File: config.mk
export PLATFORM = sky130hd
export DESIGN_NAME = stage2_decode
export DESIGN_NICKNAME = d
export VERILOG_FILES = /design/src/rtl/stage2_decode.sv
export SDC_FILE = /design/constraint.sdc
export NUM_CORES = 2
export LEC_CHECK = 0
export BUFFER_PORTS_ARGS = -buffer_cell sky130_fd_sc_hd__buf_4
export CORE_MARGIN = 2
export CORE_UTILIZATION = 42
export CTS_BUF_LIST = sky130_fd_sc_hd__clkbuf_8 sky130_fd_sc_hd__clkbuf_16
export DETAILED_ROUTE_END_ITERATION = 6
export HOLD_SLACK_MARGIN = 0.06
export PLACE_DENSITY = 0.63
export SLEW_MARGIN = 20
export SYNTH_ARGS = -nofsm -noshare
export SYNTH_HDL_FRONTEND = slang
export SYNTH_SLANG_ARGS = --single-unit
export TNS_END_PERCENT = 100
File: constraint.sdc
create_clock -name clk -period 9 [get_ports clk]
set_input_delay 0.45 -clock clk [delete_from_list [all_inputs] [get_ports clk]]
set_output_delay 0.45 -clock clk [all_outputs]
set_load 0.02 [all_outputs]
File: src/rtl/stage2_decode.sv
`default_nettype none
// ============================================================================
// Module   : stage2_decode
// Purpose  : MIPS instruction-decode stage. Holds the 32x32 register file,
//            decodes control fields, resolves BEQ/J in decode, detects
//            load-use hazards and squashes the wrong-path slot after a taken
//            branch/jump. Drives the ID/EX pipeline register.
// Ports    : clk, reset (sync, active-low), En_Pipeline
//            Instruction_in/PC_in        - from fetch
//            WB_en/WB_addr/WB_data       - register-file write-back
//            EX_MemRead/EX_rt            - load in EX (hazard detection)
//            Stall, PC_sel, addr_BR_JMP  - combinational feedback to fetch
//            RD1_out..Valid_out          - registered ID/EX outputs
// Revision : 1.0 - initial release
// ============================================================================
module stage2_decode #(
    parameter int ADDR_W = 12,
    parameter int DATA_W = 32,
    parameter int NREG   = 32
) (
    input  logic              clk,
    input  logic              reset,
    input  logic              En_Pipeline,
    input  logic [31:0]       Instruction_in,
    input  logic [ADDR_W-1:0] PC_in,
    input  logic              WB_en,
    input  logic [4:0]        WB_addr,
    input  logic [DATA_W-1:0] WB_data,
    input  logic              EX_MemRead,
    input  logic [4:0]        EX_rt,
    output logic              Stall,
    output logic              PC_sel,
    output logic [ADDR_W-1:0] addr_BR_JMP,
    output logic [DATA_W-1:0] RD1_out,
    output logic [DATA_W-1:0] RD2_out,
    output logic [DATA_W-1:0] Imm_out,
    output logic [4:0]        rs_out,
    output logic [4:0]        rt_out,
    output logic [4:0]        rd_out,
    output logic [3:0]        ALU_op,
    output logic              RegWrite,
    output logic              MemRead,
    output logic              MemWrite,
    output logic              ALUSrc,
    output logic              RegDst,
    output logic              DSP_sel,
    output logic              Valid_out
);

    localparam logic [5:0] OP_RTYPE = 6'h00;
    localparam logic [5:0] OP_J     = 6'h02;
    localparam logic [5:0] OP_BEQ   = 6'h04;
    localparam logic [5:0] OP_ADDI  = 6'h08;
    localparam logic [5:0] OP_LW    = 6'h23;
    localparam logic [5:0] OP_SW    = 6'h2B;
    localparam logic [5:0] OP_DSP   = 6'h3F;

    typedef enum logic [0:0] {
        NORMAL = 1'b0,
        FLUSH  = 1'b1
    } state_t;

    state_t state;

    logic [DATA_W-1:0] rf [NREG];

    logic [5:0]  op;
    logic [4:0]  rs;
    logic [4:0]  rt;
    logic [4:0]  rd;
    logic [15:0] imm;

    assign op  = Instruction_in[31:26];
    assign rs  = Instruction_in[25:21];
    assign rt  = Instruction_in[20:16];
    assign rd  = Instruction_in[15:11];
    assign imm = Instruction_in[15:0];

    // Read ports with write-back bypass so a value written this cycle is
    // visible to the instruction decoding in the same cycle.
    logic [DATA_W-1:0] rd1;
    logic [DATA_W-1:0] rd2;

    always_comb begin
        rd1 = rf[rs];
        if (rs == 5'd0)
            rd1 = '0;
        else if (WB_en && (WB_addr == rs))
            rd1 = WB_data;

        rd2 = rf[rt];
        if (rt == 5'd0)
            rd2 = '0;
        else if (WB_en && (WB_addr == rt))
            rd2 = WB_data;
    end

    logic is_beq;
    logic is_j;
    logic uses_rt;

    assign is_beq  = (op == OP_BEQ);
    assign is_j    = (op == OP_J);
    // ADDI/LW only write rt, so a pending load into rt is not a hazard for them.
    assign uses_rt = (op == OP_RTYPE) || (op == OP_SW) || is_beq || (op == OP_DSP);

    logic stall_c;
    logic taken;
    logic [ADDR_W-1:0] target;

    always_comb begin
        stall_c = 1'b0;
        if (reset && (state == NORMAL) && EX_MemRead && (EX_rt != 5'd0) &&
            ((EX_rt == rs) || ((EX_rt == rt) && uses_rt)))
            stall_c = 1'b1;

        taken  = 1'b0;
        target = '0;
        if (reset && (state == NORMAL) && !stall_c) begin
            if (is_beq && (rd1 == rd2)) begin
                taken  = 1'b1;
                target = PC_in + ADDR_W'(1) + ADDR_W'(imm[11:0]);
            end else if (is_j) begin
                taken  = 1'b1;
                target = ADDR_W'(Instruction_in[11:0]);
            end
        end
    end

    assign Stall       = stall_c;
    assign PC_sel      = taken && En_Pipeline;
    assign addr_BR_JMP = PC_sel ? target : '0;

    // Register file: write-back is independent of the pipeline enable.
    always_ff @(posedge clk) begin
        if (!reset) begin
            for (int i = 0; i < NREG; i++)
                rf[i] <= '0;
        end else if (WB_en && (WB_addr != 5'd0)) begin
            rf[WB_addr] <= WB_data;
        end
    end

    // Flush FSM and ID/EX register.
    always_ff @(posedge clk) begin
        if (!reset) begin
            state     <= NORMAL;
            RD1_out   <= '0;
            RD2_out   <= '0;
            Imm_out   <= '0;
            rs_out    <= '0;
            rt_out    <= '0;
            rd_out    <= '0;
            ALU_op    <= '0;
            RegWrite  <= 1'b0;
            MemRead   <= 1'b0;
            MemWrite  <= 1'b0;
            ALUSrc    <= 1'b0;
            RegDst    <= 1'b0;
            DSP_sel   <= 1'b0;
            Valid_out <= 1'b0;
        end else if (En_Pipeline) begin
            case (state)
                NORMAL:  state <= PC_sel ? FLUSH : NORMAL;
                FLUSH:   state <= NORMAL;
                default: state <= NORMAL;
            endcase

            // Default every slot to a bubble, then fill in the decoded fields.
            RD1_out   <= '0;
            RD2_out   <= '0;
            Imm_out   <= '0;
            rs_out    <= '0;
            rt_out    <= '0;
            rd_out    <= '0;
            ALU_op    <= '0;
            RegWrite  <= 1'b0;
            MemRead   <= 1'b0;
            MemWrite  <= 1'b0;
            ALUSrc    <= 1'b0;
            RegDst    <= 1'b0;
            DSP_sel   <= 1'b0;
            Valid_out <= 1'b0;

            if (!stall_c && (state == NORMAL) && !is_beq && !is_j) begin
                Valid_out <= 1'b1;
                // Unrecognised opcodes stay an all-zero NOP that is still valid.
                if ((op == OP_RTYPE) || (op == OP_ADDI) || (op == OP_LW) ||
                    (op == OP_SW) || (op == OP_DSP)) begin
                    RD1_out <= rd1;
                    RD2_out <= rd2;
                    Imm_out <= {{(DATA_W-16){imm[15]}}, imm};
                    rs_out  <= rs;
                    rt_out  <= rt;
                    rd_out  <= rd;
                end
                case (op)
                    OP_RTYPE: begin
                        RegWrite <= 1'b1;
                        RegDst   <= 1'b1;
                        ALU_op   <= Instruction_in[3:0];
                    end
                    OP_ADDI: begin
                        RegWrite <= 1'b1;
                        ALUSrc   <= 1'b1;
                    end
                    OP_LW: begin
                        RegWrite <= 1'b1;
                        MemRead  <= 1'b1;
                        ALUSrc   <= 1'b1;
                    end
                    OP_SW: begin
                        MemWrite <= 1'b1;
                        ALUSrc   <= 1'b1;
                    end
                    OP_DSP: begin
                        DSP_sel  <= 1'b1;
                        RegWrite <= 1'b1;
                        RegDst   <= 1'b1;
                        ALU_op   <= Instruction_in[3:0];
                    end
                    default: ;
                endcase
            end
        end
    end

endmodule
`default_nettype wire

Word level (Yosys, flattened, before mapping)
Memory sizes are Yosys's and may differ from the RTL's.
Index checks and enable logic that the tools add are counted.
{"block": "op_classes", "n_addsub": 2, "n_mul": 0, "div_mod_pow": 0, "magnitude_cmp": 0, "eq_ne": 11, "shift": 0, "muxes": 48, "n_bitwise": 1, "reduce_logical": 34}
{"op": "$mux 32", "n": 11}
{"op": "$mux 12", "n": 4}
{"op": "$mux 5", "n": 7}
{"op": "$eq 32x32->1", "n": 1}
{"op": "$reduce_or 32->1", "n": 1}
{"op": "$mux 1", "n": 23}
{"op": "$eq 5x5->1", "n": 4}
{"op": "$eq 6x6->1 const B", "n": 3}
{"op": "$logic_and 1x1->1", "n": 14}
{"op": "$add 12x1->12 const B", "n": 1}
{"op": "$add 12x12->12", "n": 1}
{"op": "$logic_not 5->1", "n": 2}
{"op": "$reduce_bool 5->1", "n": 2}
{"op": "$logic_or 1x1->1", "n": 8}
{"op": "$mux 4", "n": 2}
{"op": "$eq 6x2->1 const B", "n": 1}
{"op": "$eq 6x3->1 const B", "n": 1}
{"op": "$eq 6x4->1 const B", "n": 1}
{"op": "$logic_not 6->1", "n": 1}
{"op": "$reduce_or 4->1", "n": 1}
{"op": "$logic_not 1->1", "n": 3}
{"op": "$reduce_or 3->1", "n": 1}
{"op": "$pmux 1 s2", "n": 1}
{"op": "$reduce_or 2->1", "n": 1}
{"op": "$not 1->1", "n": 1}
{"block": "totals", "regBits": 123, "latch_bits": 0, "ram_bits": 1024, "rom_bits": 0, "input_bits": 91, "output_inout_bits": 136, "elab_cells": 112, "memories": 1}
{"memory": "rf", "depth": 32, "word_bits": 32, "rd": 2, "rd_clocked_by_memory_dff": 0, "wr": 32, "line": "65", "source": "logic [DATA_W-1:0] rf [NREG];"}

Depth between registers and ports, before layout
{"block": "depth", "word_depth": 14, "ltp_mapped": 19, "mapped_depth_nobuf": 14}

Worst setup path before layout
Ideal clock, no wire load.
{"block": "synth_path", "path_type": "input to output", "from": "input port Instruction_in[16]", "to": "output port addr_BR_JMP[11]", "arrival_time_ps": 4041, "t_required_ps": 8550, "slack_ps": 4509, "cell_stages": 14, "path_buffers": 4, "path_cell_list": "buf_6 -> buf_6 -> buf_6 -> buf_4 -> mux4_2 -> a221oi_1 -> o21ai_0 -> a22oi_1 -> xnor2_1 -> nand3_1 -> or4_4 -> nor4_4 -> or3b_1 -> a31oi_1"}
{"block": "synth_via", "elab_chain_cells": 10, "word_cells_on_any_way": 21, "cone_classes": "eq/ne: 3; mux: 8; reduce/logical: 9; memory: 1"}
{"element": "from (decl)", "line": "24", "source": "input logic [31:0] Instruction_in,"}
{"element": "parallel branches: the longest is 9 deep, another holds $mem_v2 32x32"}
{"element": "$mux 12 (*)", "line": "132", "source": "assign addr_BR_JMP = PC_sel ? target : '0;"}
{"element": "to (decl)", "line": "33", "source": "output logic [ADDR_W-1:0] addr_BR_JMP,"}
Mark *: on every way between the ends.

Worst setup path after layout
{"block": "layout_path", "from": "input port Instruction_in[23]", "to": "output port addr_BR_JMP[6]"}
{"block": "layout_via", "elab_chain_cells": 10, "word_cells_on_any_way": 20, "cone_classes": "eq/ne: 3; mux: 8; reduce/logical: 8; memory: 1"}
{"element": "parallel branches: the longest is 9 deep, another holds $mem_v2 32x32"}
{"element": "$mux 12 (*)", "line": "132"}
Marks and branches as above.

==> results by group <==
Outcome
  • Outcome: finished with violations
  • Failing checks: DRC

Global route
  • Total track usage: 0.3196
  • Initial antenna violation count: 24
  • Pin count of the biggest net entering global routing: around 110
  • Gr ovfl total: 0
  • First-pass GRT wire length: around 330000 um
  • Number of global-route vias before repair: around 42000

Synthesis
  • Yosys Warn Count: 0
  • Post-synth EDFFs: slightly above 1000
  • Post-synthesis sequential area ratio: 0.5421
  • Top FF cell, synth: edfxtp_1
  • Top-area cell type share of the netlist area: 0.5083
  • Post-synthesis cell type count: 86
  • Leading area contributor after synthesis: edfxtp_1
  • Seq cells post-synth: between 1000 and 1500
  • Avg Synthesized Cell Area: about 14 um^2
  • Share of flip-flops with an asynchronous set or reset: 0
  • Ranking of synthesized cells by area: edfxtp_1 51%, mux4_2 16%, and2_1 9.1%
  • Syn Inst Count: roughly 4400
  • Synth Cell Area: between 60000 and 70000 um^2

STA
  • Pins Over Slew Limit: 0
  • Peak Freq: about 0.14 GHz
  • Final setup violation count: 0
  • Skew final: between 30 and 40 ps
  • Final min period: ~7200 ps
  • Least-Margin Pin Slew: approximately 1400 ps
  • RSZ-0062 raised after global routing: false
  • Max-Slew Margin vs Limit: 0.08692
  • Fin. Hold Viols: 0
  • Final Cycle Share: 0.8031
  • TNS Setup: 0 ps

Critical path
  • CP endpoint kind: output port
  • Worst Setup Start Kind: input port
  • CP arrival: a little under 7000 ps
  • CP Class: in -> out
  • Worst Path Max Fanout: 43
  • R2r worst-path depth: 11
  • WP data required: approximately 8600 ps

Route
  • Final WL: 238200 um
  • Via count: approximately 43000
  • Post-route DRC: 1
  • WL/cell: between 30 and 40 um
  • Vias per cell: between 6 and 7
  • Final ANT Viol Nets: 0
  • DRC marker count from the first detailed-route iteration: approximately 7100
  • TritonRoute pass-1 iters: 7

Layout
  • Final core occ: 0.4777
  • Commonest non-fill, non-tap cell in the layout: edfxtp_1
  • Fin cells: between 6000 and 7000
  • Commonest cells after routing, fill and taps aside: 1024 x edfxtp_1, 875 x and2_1, 438 x mux4_2, 362 x buf_4, 199 x nor3_1
  • Nets: between 4000 and 5000
  • Synth-to-layout area growth: 13.17%
  • Ratio of cells with drive above 1 in the final layout: 0.2482

Hold path
  • Worst min-delay path class: in -> reg
  • WHS Path Cells: 2

Job
  • Maxcap violations: 0

CTS
  • CTS tree: built
  • Clock sinks: 1126
  • Worst-Skew Late Latency: between 700 and 800 ps
  • Clock-pin slew on the worst setup and hold paths: 50 ps
  • Max Root-Sink Buffers: 3
  • Post-CTS Setup Repair Bufs: 0
  • CTS root buf: clkbuf_16
  • H-tree Lvls: 4
  • CTS buffer count: around 130
  • Hold_buf cts: 19
  • PostCTS Resize Cnt: 0

Power
  • Flop pwr share: 0.467
  • Comb pwr share: 0.135
  • Lkg Pwr: around 0.024 uW
  • Clock power frac: 0.399
  • Net Sw Power: around 3500 uW
  • Peak supply drop: approximately 0.21 mV
  • Pwr/cell area: between 150 and 200 nW/um^2
  • Switching Fraction: 0.2699
  • Power Internal: about 9600 uW

Die
  • Die Y: approximately 380 um
  • Die width: approximately 380 um
  • Initial Utilization: 0.4221
  • Die area: about 150000 um^2
  • Row count: between 100 and 150
  • Core ar.: between 100000 and 150000 um^2
  • IO Count: 227

Placement
  • Dpl hpwl: ~150000 um
  • GP Congestion: 1.012
  • IO buf count: ~230
  • Post-Place Cells: around 6300
[path summary, 6_finish.rpt]
path	startpoint	endpoint	slack [ps]
worst max-delay path	Instruction_in[23]	addr_BR_JMP[6]	1770
worst min register to register	RD1_out[0]$_SDFFE_PN0P_	RD1_out[0]$_SDFFE_PN0P_	470
worst max register to register	rf[31][23]$_SDFFCE_PN0P_	state$_SDFFE_PN0P_	4250
worst min-delay path	reset	MemRead$_SDFFE_PN0P_	120
[synth_stat cells, drive strengths merged, types with 6 or more instances]
cell type and number:
a31oi 20, o2bb2ai 30, a21o 7, nor2 155
buf 179, nor4 7, or3 17, dfxtp 102
o211ai 9, a21oi 88, clkbuf 288, a22oi 132
mux2 44, inv 25, a22o 26, nand3b 11
nor3 201, and2 877, o221ai 17, or3b 6
a32oi 17, nor2b 25, o22ai 48, o22a 6
a221oi 13, nand4 20, xor2 18, nand2 114
mux4 438, xnor2 30, a211oi 22, o21ai 65
a2111oi 7, a21boi 6, mux2i 166, nand2b 9
o2111ai 6, ha 11, and3 6, nand3 47
nor3b 6, edfxtp 1024
[critical path, stage by stage]
cell and delay (ps):
buf_6 400, buf_4 700, or3b_2 240, buf_4 480, o221ai_1 180, a211oi_1 800, a21oi_1 310, a22oi_1 430
xnor2_1 170, nand4_1 200, or4_4 490, nor4_4 810, nor2b_1 600, a22o_1 230, buf_4 140
[routing by layer]
metal / share of wire / track usage / routed length, um
met1: 0.37 / 0.4258 / 88000
met4: 0.059 / 0.1648 / 13940
met5: 0.00041 / 0 / 97
met3: 0.15 / 0.1167 / 34840
met2: 0.43 / 0.4571 / 101400
[through the flow]
| step | total power [uW] | instance area, um^2 | worst slack [ps] | hold WS [ps] |
|---|---|---|---|---|
| 5_1_grt | 13360 | 68450 | 1753 | 115.7 |
| 6_report | 13100 | 68460 | 1772 | 117.8 |
| 3_5_place_dp | 7910 | 64140 | 2053 | 459.7 |
| 2_1_floorplan | 7197 | 60610 | 4509 | 445.3 |
| 3_3_place_gp | 7889 | 64140 | 2075 | 454.3 |
| 4_1_cts | 13050 | 68440 | 2051 | 70.23 |
[logic make-up (layout without fill, tap and decap cells)]
logic type,after synthesis,in the layout,synth area share
XOR/XNOR,48,48,0.006950
flip-flops,1126,1126,0.5421
AO/OA/AOI/OAI,571,571,0.06739
other,1,39,0.00006199
buffers and inverters,492,652,0.03994
multiplexers,648,648,0.1987
adder cells (fa/ha/maj),12,12,0.002606
AND/OR/NAND/NOR,1516,1516,0.1423
[power by group through the flow]
| stage | combinational (uW) | clock [uW] | sequential (uW) |
|---|---|---|---|
| final | 1770 | 5220 | 6110 |
| after floorplan | 1020 | 0 | 6180 |
| after detailed placement | 1700 | 0 | 6210 |
| after global placement | 1700 | 0 | 6190 |
| after CTS | 1710 | 5240 | 6100 |
| after global routing | 1790 | 5430 | 6140 |
[cell type report]
type / count / area, um^2
fillers: 12380 / 74850
flip-flops and latches: 1126 / 32790
multi-input cells: 2827 / 25930
clock buffers: 139 / 3433
repair buffers: 394 / 3133
well taps: 1903 / 2381
clock inverters: 94 / 679.4
inverters: 25 / 97.59
diodes: 7 / 17.52
[sequential cells by signal, summed over array words and instances, names as in the netlist]
register   count
ALUSrc         1
ALU_op         4
DSP_sel        1
Imm_out       16
MemRead        1
MemWrite       1
RD1_out       32
RD2_out       32
RegDst         1
RegWrite       1
Valid_out      1
rf          1024
rs_out         5
rt_out         5
state          1
Note: power is estimated with default switching activity, not from simulation.
